### config.mk
export PLATFORM = sky130hd
export DESIGN_NAME = min_node_scan
export DESIGN_NICKNAME = d
export VERILOG_FILES = /design/src/rtl/min_node_scan.sv
export SDC_FILE = /design/constraint.sdc
export NUM_CORES = 1
export LEC_CHECK = 0
export BUFFER_PORTS_ARGS = -buffer_cell sky130_fd_sc_hd__buf_2
export CAP_MARGIN = 10
export CORE_ASPECT_RATIO = 1.25
export CORE_MARGIN = 1.5
export CORE_UTILIZATION = 41
export DETAILED_ROUTE_END_ITERATION = 10
export HOLD_SLACK_MARGIN = 0.15
export PLACE_DENSITY_LB_ADDON = 0.2
export SYNTH_ARGS = -nofsm -noshare
export SYNTH_HDL_FRONTEND = slang
export SYNTH_SLANG_ARGS = --single-unit
### constraint.sdc
create_clock -name clk -period 12.5 [get_ports clk]
set_clock_uncertainty 0.1 [all_clocks]
set_input_delay 0.625 -clock clk [delete_from_list [all_inputs] [get_ports clk]]
set_output_delay 0.625 -clock clk [all_outputs]
set_load 0.02 [all_outputs]
### src/rtl/min_node_scan.sv
// Scans 16 distance entries (four groups of four) and reports the lowest-index
// minimum among the unvisited nodes.
module min_node_scan #(
    parameter int              DIST_W = 11,
    parameter logic [DIST_W-1:0] INF  = 11'h7FF
) (
    input  logic                clk,
    input  logic                reset_n,
    input  logic                start,
    input  logic                abort,
    input  logic [15:0]         visited,
    output logic                rd_en,
    output logic [1:0]          rd_addr,
    input  logic [4*DIST_W-1:0] rd_data,
    output logic                busy,
    output logic                done,
    output logic [3:0]          min_idx,
    output logic [DIST_W-1:0]   min_dist,
    output logic                found,
    output logic [1:0]          dbg_state
);

    localparam logic [1:0] S_IDLE  = 2'd0;
    localparam logic [1:0] S_ISSUE = 2'd1;
    localparam logic [1:0] S_DRAIN = 2'd2;
    localparam logic [1:0] S_DONE  = 2'd3;

    // Handshake: rd_en/rd_addr request a group; memory returns it on rd_data the
    // next cycle, tracked by pend_vld/pend_grp so stale data is never consumed.
    logic [1:0]        state, state_nxt;
    logic [1:0]        grp;
    logic [15:0]       vis_q;
    logic              pend_vld;
    logic [1:0]        pend_grp;
    logic [DIST_W-1:0] acc_dist;
    logic [3:0]        acc_idx;

    logic [DIST_W-1:0] d [4];
    logic              sel01, sel23, sel_w;
    logic [DIST_W-1:0] min01, min23, gmin;
    logic [1:0]        gj;
    logic              take;
    logic [DIST_W-1:0] nxt_dist;
    logic [3:0]        nxt_idx;

    assign rd_en     = (state == S_ISSUE);
    assign rd_addr   = grp;
    assign busy      = (state != S_IDLE);
    assign done      = (state == S_DONE);
    assign dbg_state = state;

    always_comb begin
        for (int j = 0; j < 4; j++) begin
            d[j] = rd_data[j*DIST_W +: DIST_W];
            if (vis_q[{pend_grp, 2'(j)}]) d[j] = INF;
        end
    end

    // Strict less-than everywhere so equal distances keep the lower index.
    always_comb begin
        sel01    = (d[1] < d[0]);
        min01    = sel01 ? d[1] : d[0];
        sel23    = (d[3] < d[2]);
        min23    = sel23 ? d[3] : d[2];
        sel_w    = (min23 < min01);
        gmin     = sel_w ? min23 : min01;
        gj       = sel_w ? {1'b1, sel23} : {1'b0, sel01};
        take     = pend_vld && (gmin < acc_dist);
        nxt_dist = take ? gmin : acc_dist;
        nxt_idx  = take ? {pend_grp, gj} : acc_idx;
    end

    always_comb begin
        state_nxt = state;
        case (state)
            S_IDLE:  if (start) state_nxt = S_ISSUE;
            S_ISSUE: if (abort) state_nxt = S_IDLE;
                     else if (grp == 2'd3) state_nxt = S_DRAIN;
            S_DRAIN: state_nxt = abort ? S_IDLE : S_DONE;
            default: state_nxt = S_IDLE;
        endcase
    end

    always_ff @(posedge clk or negedge reset_n) begin
        if (!reset_n) begin
            state    <= S_IDLE;
            grp      <= 2'd0;
            vis_q    <= 16'd0;
            pend_vld <= 1'b0;
            pend_grp <= 2'd0;
            acc_dist <= INF;
            acc_idx  <= 4'd0;
            min_idx  <= 4'd0;
            min_dist <= INF;
            found    <= 1'b0;
        end else begin
            state    <= state_nxt;
            pend_vld <= rd_en && !abort;
            pend_grp <= grp;
            case (state)
                S_IDLE: begin
                    if (start) begin
                        vis_q    <= visited;
                        acc_dist <= INF;
                        acc_idx  <= 4'd0;
                        grp      <= 2'd0;
                    end
                end
                S_ISSUE: begin
                    grp      <= abort ? 2'd0 : grp + 2'd1;
                    acc_dist <= nxt_dist;
                    acc_idx  <= nxt_idx;
                end
                S_DRAIN: begin
                    acc_dist <= nxt_dist;
                    acc_idx  <= nxt_idx;
                    // Results land together with the done cycle.
                    if (!abort) begin
                        min_dist <= nxt_dist;
                        min_idx  <= nxt_idx;
                        found    <= (nxt_dist != INF);
                    end
                end
                default: ;
            endcase
        end
    end

endmodule

== Word-level counts from Yosys, hierarchy flattened ==
Index checks and enable logic that the tools add are counted.
Word-level totals
  bits in registers: 54
  word-level logic and storage cells: 70
  output and inout bits: 23
Operators by class
  bitwise operators: 1
  reductions and logical operators: 13
  order comparisons: 8
  muxes and demuxes: 30
  equal/unequal tests: 7
  add/subtract/negate cells: 1
Operators with widths (count)
  $mux 11: 9
  $lt 11x11->1: 4
  $pmux 11 s2: 1
  $lt 4x5->1 const B: 4
  $mux 2: 7
  $ne 11x11->1 const B: 1
  $reduce_and 2->1: 5
  $bmux 1 s2: 4
  $mux 4: 2
  $pmux 4 s2: 1
  $eq 2x2->1 const B: 3
  $pmux 2 s3: 1
  $reduce_bool 2->1: 3
  $mux 1: 4
  $pmux 2 s2: 1
  $ne 3x2->1 const B: 1
  $add 2x1->2 const B: 1
  $eq 2x1->1 const B: 1
  $logic_and 1x1->1: 2
  $logic_not 2->1: 1
  $ne 2x2->1 const B: 1
  $reduce_or 2->1: 1
  $logic_not 1->1: 1
  $not 1->1: 1

== Longest topological paths before layout ==
Gate-level depths: netlist of run 1.
  depth in word-level cells: 11
  gate-level depth with buffers: 31

== Least setup slack after synthesis of run 1 ==
No wires, ideal clock.
  path type: flip-flop to flip-flop
  from: register pend_grp[0]
  to: register found
  period minus slack after synthesis: 6.871 ns
  path slack: 5.629 ns
  cell stages (with the launch flop): 30
  path buffers: 5
  data arrival time: 6.633 ns
  cell sequence: dfrtp_1 > buf_6 > mux4_2 > clkbuf_1 > nor2_1 > inv_1 > ha_1 > nand4_1 > o21bai_1 > or3_1 > a211o_1 > buf_2 > mux2_2 > ha_1 > a211oi_1 > o211ai_1 > a211oi_1 > clkbuf_1 > a21oi_1 > a21o_1 > ha_1 > a21o_1 > a21o_1 > a21oi_1 > o2111ai_1 > a31oi_1 > buf_2 > o21ai_1 > o311ai_1 > o211ai_1
On the way
  longest elaborated chain between the ends: 11
  elaborated cells on any way between the ends: 22
  those cells by class: 4 x order compare; 1 x eq/ne; 16 x mux; 1 x reduce/logical
RTL lines
  start: declaration: RTL line 34  | logic [1:0] pend_grp;
  start signal: assignment: RTL line 99  | pend_grp <= grp;
  $bmux 1 s2: RTL line 55  | if (vis_q[{pend_grp, 2'(j)}]) d[j] = INF;
  $mux 1 (implied by the code): RTL line 55
  $mux 11: RTL line 55
  $lt 11x11->1, on equally long branches: RTL line 63, 61
  $mux 11, on equally long branches: RTL line 64, 62
  $lt 11x11->1: RTL line 65  | sel_w = (min23 < min01);
  $mux 11 *: RTL line 66  | gmin = sel_w ? min23 : min01;
  $lt 11x11->1: RTL line 68  | take = pend_vld && (gmin < acc_dist);
  $logic_and 1x1->1: RTL line 68
  $mux 11 *: RTL line 69  | nxt_dist = take ? gmin : acc_dist;
  $ne 11x11->1 *: RTL line 121  | found <= (nxt_dist != INF);
  end signal: assignment: RTL line 121
  end: declaration: RTL line 19  | output logic found,
Mark *: on every way between the ends. The rest lies on a longest branch, timed or not. The select of a mux whose other input is x is not followed.
A chain may end at the register's enable or synchronous reset.

== Final worst setup path of run 1 ==
  from: register pend_grp[0]
  to: register acc_idx[3]
On the way
  longest elaborated chain between the ends: 11
  elaborated cells on any way between the ends: 22
  those cells by class: 4 x order compare; 17 x mux; 1 x reduce/logical
RTL lines
  $bmux 1 s2: RTL line 55
  $mux 1 (implied by the code): RTL line 55
  $mux 11: RTL line 55
  $lt 11x11->1, on equally long branches: RTL line 63, 61
  $mux 11, on equally long branches: RTL line 64, 62
  $lt 11x11->1: RTL line 65
  $mux 11 *: RTL line 66
  $lt 11x11->1 *: RTL line 68
  $logic_and 1x1->1 *: RTL line 68
  $mux 4 *: RTL line 70  | nxt_idx = take ? {pend_grp, gj} : acc_idx;
  $pmux 4 s2 *: RTL line 100  | case (state)
  end signal: assignment: RTL line 112  | acc_idx <= nxt_idx;
  end signal: assignment: RTL line 116  | acc_idx <= nxt_idx;
  end: declaration: RTL line 36  | logic [3:0] acc_idx;
Marked as above.

==> results.md, run 1 <==
- Starting Density: 41.8%
- Setup crit start: pend_grp[0]
- CP Launch Type: register
- Rows: 41
- Layout cells sized above 1: 28.4%
- Worst-case headroom to the max-slew limit: 28.3%
- Max-slew violations: 0
- Global placement routability congestion: 0.915
- Final Setup Violations: 0
- Most common cell after layout, fill and taps aside: buf_2
- Core area: 10100 um^2
- HPWL reported at the end of detailed placement: 8.74 mm
- Final hold vios: 0
- GRT Overall Usage: 20.7%
- Vias/cell: 5.48
- Boundary Pins: 87
- DIE WIDTH: 93.6 um
- TritonCTS Buffers: 5
- WS Path Type: reg2reg
- Port Buffer Count: 86
- Final nets: 671
- Die Area: 10900 um^2
- Post-CTS Hold Buffers: 0
- Post-synth EDFFs: 0
- Post-synthesis cell area: 4200 um^2
- Crit Path Max Fanout: 32
- Cell count after synthesis: 488
- Slew @ Worst Pin: 1.07 ns
- Die Ht: 116 um
- Post-synthesis sequential area ratio: 32.8%
- ANT cells: 0
- Xor/xnor cell area share of the yosys netlist: 0%
- Post-synthesis compound-gate area fraction: 21.7%
- First-pass iteration count of the detailed router: 4
- Vias in the first global route: 3727
- CP Cell Sequence: mux4_2, nor2_1, inv_1, ha_1, nand4_1, o21bai_1, or3_1, a211o_1, mux2_2, ha_1, a211oi_1, o211ai_1, a211o_1, nor2_1, o21ai_0, ha_1, nor2b_1, o21ai_0, o2111ai_1, a31oi_2, buf_4, nor2b_1, a31o_2, a22o_1
- Worst path most repeated cell: ha_1
- Syn-to-layout area delta: 15.9%
- Synth warn: 0
- Mux share of post-synthesis cell area: 9.43%
- Worst R2R Start: pend_grp[0]
- Setup TNS: 0 ns
- Largest net degree at the start of global routing: 55
- Worst-case reg-to-reg path depth: 24
- CP max stage delay: 0.68 ns
- Largest family of logic cells by synthesized area: compound AO/OA/AOI/OAI gates
- Tmin final: 7.70 ns
- Adder-cell share of the synthesized area: 13.4%
- Most frequent cells in the layout: buf_2, nor2_1, a21oi_1
- Wire per inst: 15.8 um
- Latest clock arrival within the worst-skew pair: 0.30 ns
- Async S/R FF share, synth: 100%
- Arrival time of the worst setup path: 7.79 ns
- DR vias: 3792
- Final period utilization: 61.6%
- CTS H-tree depth: 2
- CTS tree: built
- CTS max path bufs: 2
- Library cells used by synthesis: 53
- Synth Flop Type: dfrtp_1
- Syn_nets: 597
- First-pass GRT wire length: 17.6 mm
- Reg clk slew, reported paths: 0.07 ns
- Post-route ant nets: 0
- CTS root buffer: clkbuf_16
- Initial DRC Count: 169
- Setup repair after global routing missed its margin: false
- # clock sinks: 54
- Setup bufs post-CTS: 0
- Slowest cell on crit path: mux4_2
- Min-Delay Path Class: in2async
- Outcome: completed
- Fill cells: 1017
- Fmax: 130 MHz
- Cts repair resizes: 0
- Total gr overflow: 0
- Post-route DRC: 0
- Max-Cap Viols: 0
- CP required: 12.59 ns
- Routed Wire Length: 10.9 mm
- Avg Cell Area, Syn: 8.61 um^2
- Worst reg2reg endpoint: acc_idx[3]
- R2r setup slk: 4.80 ns
- Antenna violations before repair: 0
- Endpoint class of the critical path: register
- Simple-Gate Fraction of Synth Area: 16.6%
- Synthesized flop and latch total: 54
==> worst max-delay path by stage <==
| stage | endpoint | slack (ns) | cells past startpoint |
|---|---|---|---|
| after CTS | acc_idx[3] | 4.81 | 24 |
| after global placement | acc_idx[3] | 5.10 | 25 |
| after global routing | min_idx[1] | 4.19 | 23 |
| after floorplan | found | 5.63 | 29 |
| after detailed placement | acc_idx[3] | 4.84 | 24 |
| final | acc_idx[3] | 4.80 | 24 |
==> layout make-up <==
cell class	count	area, um^2	share of cell area [%]
Multi-Input combinational cell	371	2580	52.9
Inverter	41	154	3.16
Timing Repair Buffer	89	453	9.29
Clock buffer	5	125	2.57
Sequential cell	54	1380	28.3
Clock inverter	3	23.8	0.488
Tap cell	129	161	3.31
==> flip-flops by register name, indices dropped and copies added, names as in the netlist <==
register and count:
rd_addr 2, dbg_state 2, min_idx 4, acc_dist 11
pend_grp 2, vis_q 16, acc_idx 4, found 1
min_dist 11, pend_vld 1
==> cell usage after synthesis, types with 3 or more instances <==
master | instances | area share (%)
o2111ai_1 | 4 | 0.83
buf_2 | 5 | 0.60
clkbuf_1 | 14 | 1.2
o22ai_1 | 3 | 0.45
a211oi_1 | 7 | 1.2
dfstp_2 | 22 | 14
inv_1 | 41 | 3.7
o21ai_0 | 30 | 3.6
nand2_1 | 32 | 2.9
o21a_1 | 3 | 0.54
and2_1 | 3 | 0.45
a22oi_1 | 11 | 2.0
ha_1 | 45 | 13
nand4_1 | 10 | 1.5
nor2_1 | 65 | 5.8
nor3_1 | 10 | 1.2
nand2b_1 | 4 | 0.60
nor2b_1 | 4 | 0.60
nand3_1 | 7 | 0.83
a22o_1 | 5 | 1.0
nor4_1 | 4 | 0.60
mux4_2 | 4 | 2.1
or2_2 | 7 | 1.0
a21oi_1 | 46 | 5.5
a21o_1 | 11 | 2.0
dfrtp_1 | 32 | 19
mux2_2 | 25 | 6.7
==> routing by layer <==
layer  GRT usage [%]  wire length (um)
met4            9.05               314
met3            1.89               383
met2            37.7              5520
met1            24.7              4690
met5               0                 0
==> stage by stage <==
step,std cells,instance area [um^2],worst slack [ns],hold WS (ns),util (%)
finish,692,4870,4.80,0.371,48.5
global route,692,4870,4.19,0.388,48.5
CTS,692,4870,4.81,0.369,48.5
detailed placement,684,4720,4.84,0.352,47.0
global placement,684,4720,5.10,0.352,47.0
floorplan,488,4200,5.63,0.229,-
==> kinds of logic (layout without fill, tap and decap cells) <==
group | after synthesis | after routing
simple gates | 153 | 153
compound gates | 142 | 142
buf+inv | 63 | 138
flops | 54 | 54
fa+ha+maj | 45 | 45
mux | 31 | 31
==> critical path, delay by kind of cell (launching register included) <==
| family | cells | cell delay, ns |
|---|---|---|
| AO/OA/AOI/OAI | 11 | 2.84 |
| flip-flops | 1 | 0.53 |
| AND/OR/NAND/NOR | 6 | 1.60 |
| buffers and inverters | 2 | 0.45 |
| adder cells (fa/ha/maj) | 3 | 0.98 |
| multiplexers | 2 | 1.08 |
Power of run 1 is not shown: default switching activity piles up to over one toggle a cycle in this logic, so the estimate is an artifact.
==> inputs of run 2 (changes only) <==
clock period = 7.75 ns   (was 12.5 ns; I/O delays follow)
==> results.md, run 2 (same netlist as run 1, synthesis figures left out) <==
- Final WS setup: 0.577 ns (-4.22 ns)
- Final period utilization: 92.6% (+31 points)
- Placed cell count: 686 (+0.29%)
- First-pass GRT wire length: 17.6 mm (-0.19%)
- Setup TNS: 0 ns (unchanged)
- DIE WIDTH: 93.6 um (unchanged)
- CTS tree: built
- Wire per inst: 15.9 um (+0.66%)
- Min-Delay Path Class: in2reg
- Endpoint class of the critical path: register
- Die Ht: 116 um (unchanged)
- ANT cells: 0 (unchanged)
- Global placement routability congestion: 0.945 (+3.4%)
- Reg with most FFs: vis_q
- Syn-to-layout area delta: 16.5%
- Layout cells sized above 1: 28.8% (+0.38 points)
- Most frequent cells in the layout: buf_2, nor2_1, a21oi_1
- Final Setup Violations: 0 (unchanged)
- Tmin final: 7.17 ns (-0.529 ns)
- CP Launch Type: register
- Total gr overflow: 0 (unchanged)
- Hold Crit Start: visited[9]
- R2r setup slk: 0.58 ns (-4.22 ns)
- Final hold vios: 0 (unchanged)
- Post-route ant nets: 0 (unchanged)
- Worst-case reg-to-reg path depth: 25 (+4.2%)
- Fill cells: 1025 (+0.79%)
- Most common cell after layout, fill and taps aside: buf_2
- Worst-case headroom to the max-slew limit: 30.9% (+2.6 points)
- DP Area: 4740 um^2 (+0.32%)
- Core area: 10100 um^2 (unchanged)
- First-pass iteration count of the detailed router: 6 (+2)
- Slowest cell on crit path: mux4_2
- CP required: 7.84 ns (-4.75 ns)
- Routed Wire Length: 11.0 mm (+1.1%)
- GRT Overall Usage: 20.8% (+0.068 points)
- TritonCTS Buffers: 5 (unchanged)
- WHS Endpoint: vis_q[9]
- Rows: 41 (unchanged)
- Worst reg2reg endpoint: acc_idx[3]
- Worst R2R Start: pend_grp[0]
- # clock sinks: 54 (unchanged)
- Place WS: 0.409 ns (-4.43 ns)
- Vias/cell: 5.49 (+0.28%)
- Number of flip-flops in the largest register: 16 (unchanged)
- Setup bufs post-CTS: 0 (unchanged)
- WS Path Type: reg2reg
- Hold depth: 2
- Setup repair after global routing missed its margin: false
- Port Buffer Count: 86 (unchanged)
- Fin area: 4900 um^2 (+0.46%)
- DR vias: 3819 (+0.71%)
- Slew @ Worst Pin: 1.03 ns (-0.0390 ns)
- Fmax: 139 MHz (+7.4%)
- CP max stage delay: 0.68 ns (about the same)
- Arrival time of the worst setup path: 7.26 ns (-0.53 ns)
- Starting Density: 41.8% (unchanged)
- Largest net degree at the start of global routing: 55 (unchanged)
- Vias in the first global route: 3589 (-3.7%)
- Post-route DRC: 0 (unchanged)
- CTS H-tree depth: 2 (unchanged)
- Max-slew violations: 0 (unchanged)
- CTS root buffer: clkbuf_16
- Die Area: 10900 um^2 (unchanged)
- Latest clock arrival within the worst-skew pair: 0.30 ns (about the same)
- Non-Filler Instances: 695 (+0.43%)
- Initial DRC Count: 109 (-36%)
- Max-Cap Viols: 0 (unchanged)
- Final nets: 674 (+0.45%)
- HPWL reported at the end of detailed placement: 8.83 mm (+1.1%)
- Reg clk slew, reported paths: 0.07 ns (about the same)
- Boundary Pins: 87 (unchanged)
- Crit Path Max Fanout: 32 (unchanged)
- Outcome: completed
- Antenna violations before repair: 0 (unchanged)
- Top flop regs: vis_q x16, acc_dist x11, min_dist x11
- CTS max path bufs: 2 (unchanged)
run 2: cell type report:
cell class	instances	area [um^2]	share of cell area, %
inverter	41	154	3.14
clock buffer	7	133	2.71
tap	129	161	3.30
sequential	54	1380	28.2
timing repair buffer	92	478	9.76
multi-input combinational	371	2580	52.8
clock inverter	1	7.51	0.153
run 2: per-stage QoR:
| stage | util, % | hold slack [ns] |
|---|---|---|
| global route | 48.7 | 0.221 |
| finish | 48.7 | 0.217 |
| detailed placement | 47.1 | 0.353 |
| CTS | 48.6 | 0.215 |
| global placement | 47.1 | 0.355 |
| floorplan | - | -0.00809 |
run 2: critical path, delay by kind of cell (launching register included):
family | cells | cell delay (ns)
AO/OA/AOI/OAI | 12 | 2.62
buffers and inverters | 2 | 0.39
flip-flops | 1 | 0.53
multiplexers | 2 | 1.06
AND/OR/NAND/NOR | 6 | 1.46
adder cells (fa/ha/maj) | 3 | 0.90
run 2: repair_timing:
action	CTS	global route
gates resized for setup	0	3
hold endpoints to repair	22	0
hold buffers	1	0
endpoints found under the setup margin	0	27
run 2: layer usage:
metal | vias to the layer above | share of wire [%] | routed length, um | track usage [%]
met5 | - | 0 | 0 | 0
met1 | 1775 | 44 | 4810 | 25.3
li1 | 1911 | - | - | -
met3 | 21 | 3.8 | 423 | 2.34
met2 | 112 | 50 | 5500 | 37.1
met4 | 0 | 2.6 | 289 | 8.86
run 2: worst max-delay path by stage:
| stage | from | endpoint | slack, ns |
|---|---|---|---|
| 6_report | pend_grp[0] | acc_idx[3] | 0.58 |
| 4_1_cts | pend_grp[0] | min_idx[1] | 0.40 |
| 2_1_floorplan | pend_grp[0] | found | 0.88 |
| 5_1_grt | pend_grp[0] | min_idx[1] | 0.06 |
| 3_5_place_dp | pend_grp[0] | min_idx[1] | 0.41 |
| 3_3_place_gp | pend_grp[0] | acc_idx[3] | 0.52 |
Power of run 2 is left out for the same reason.
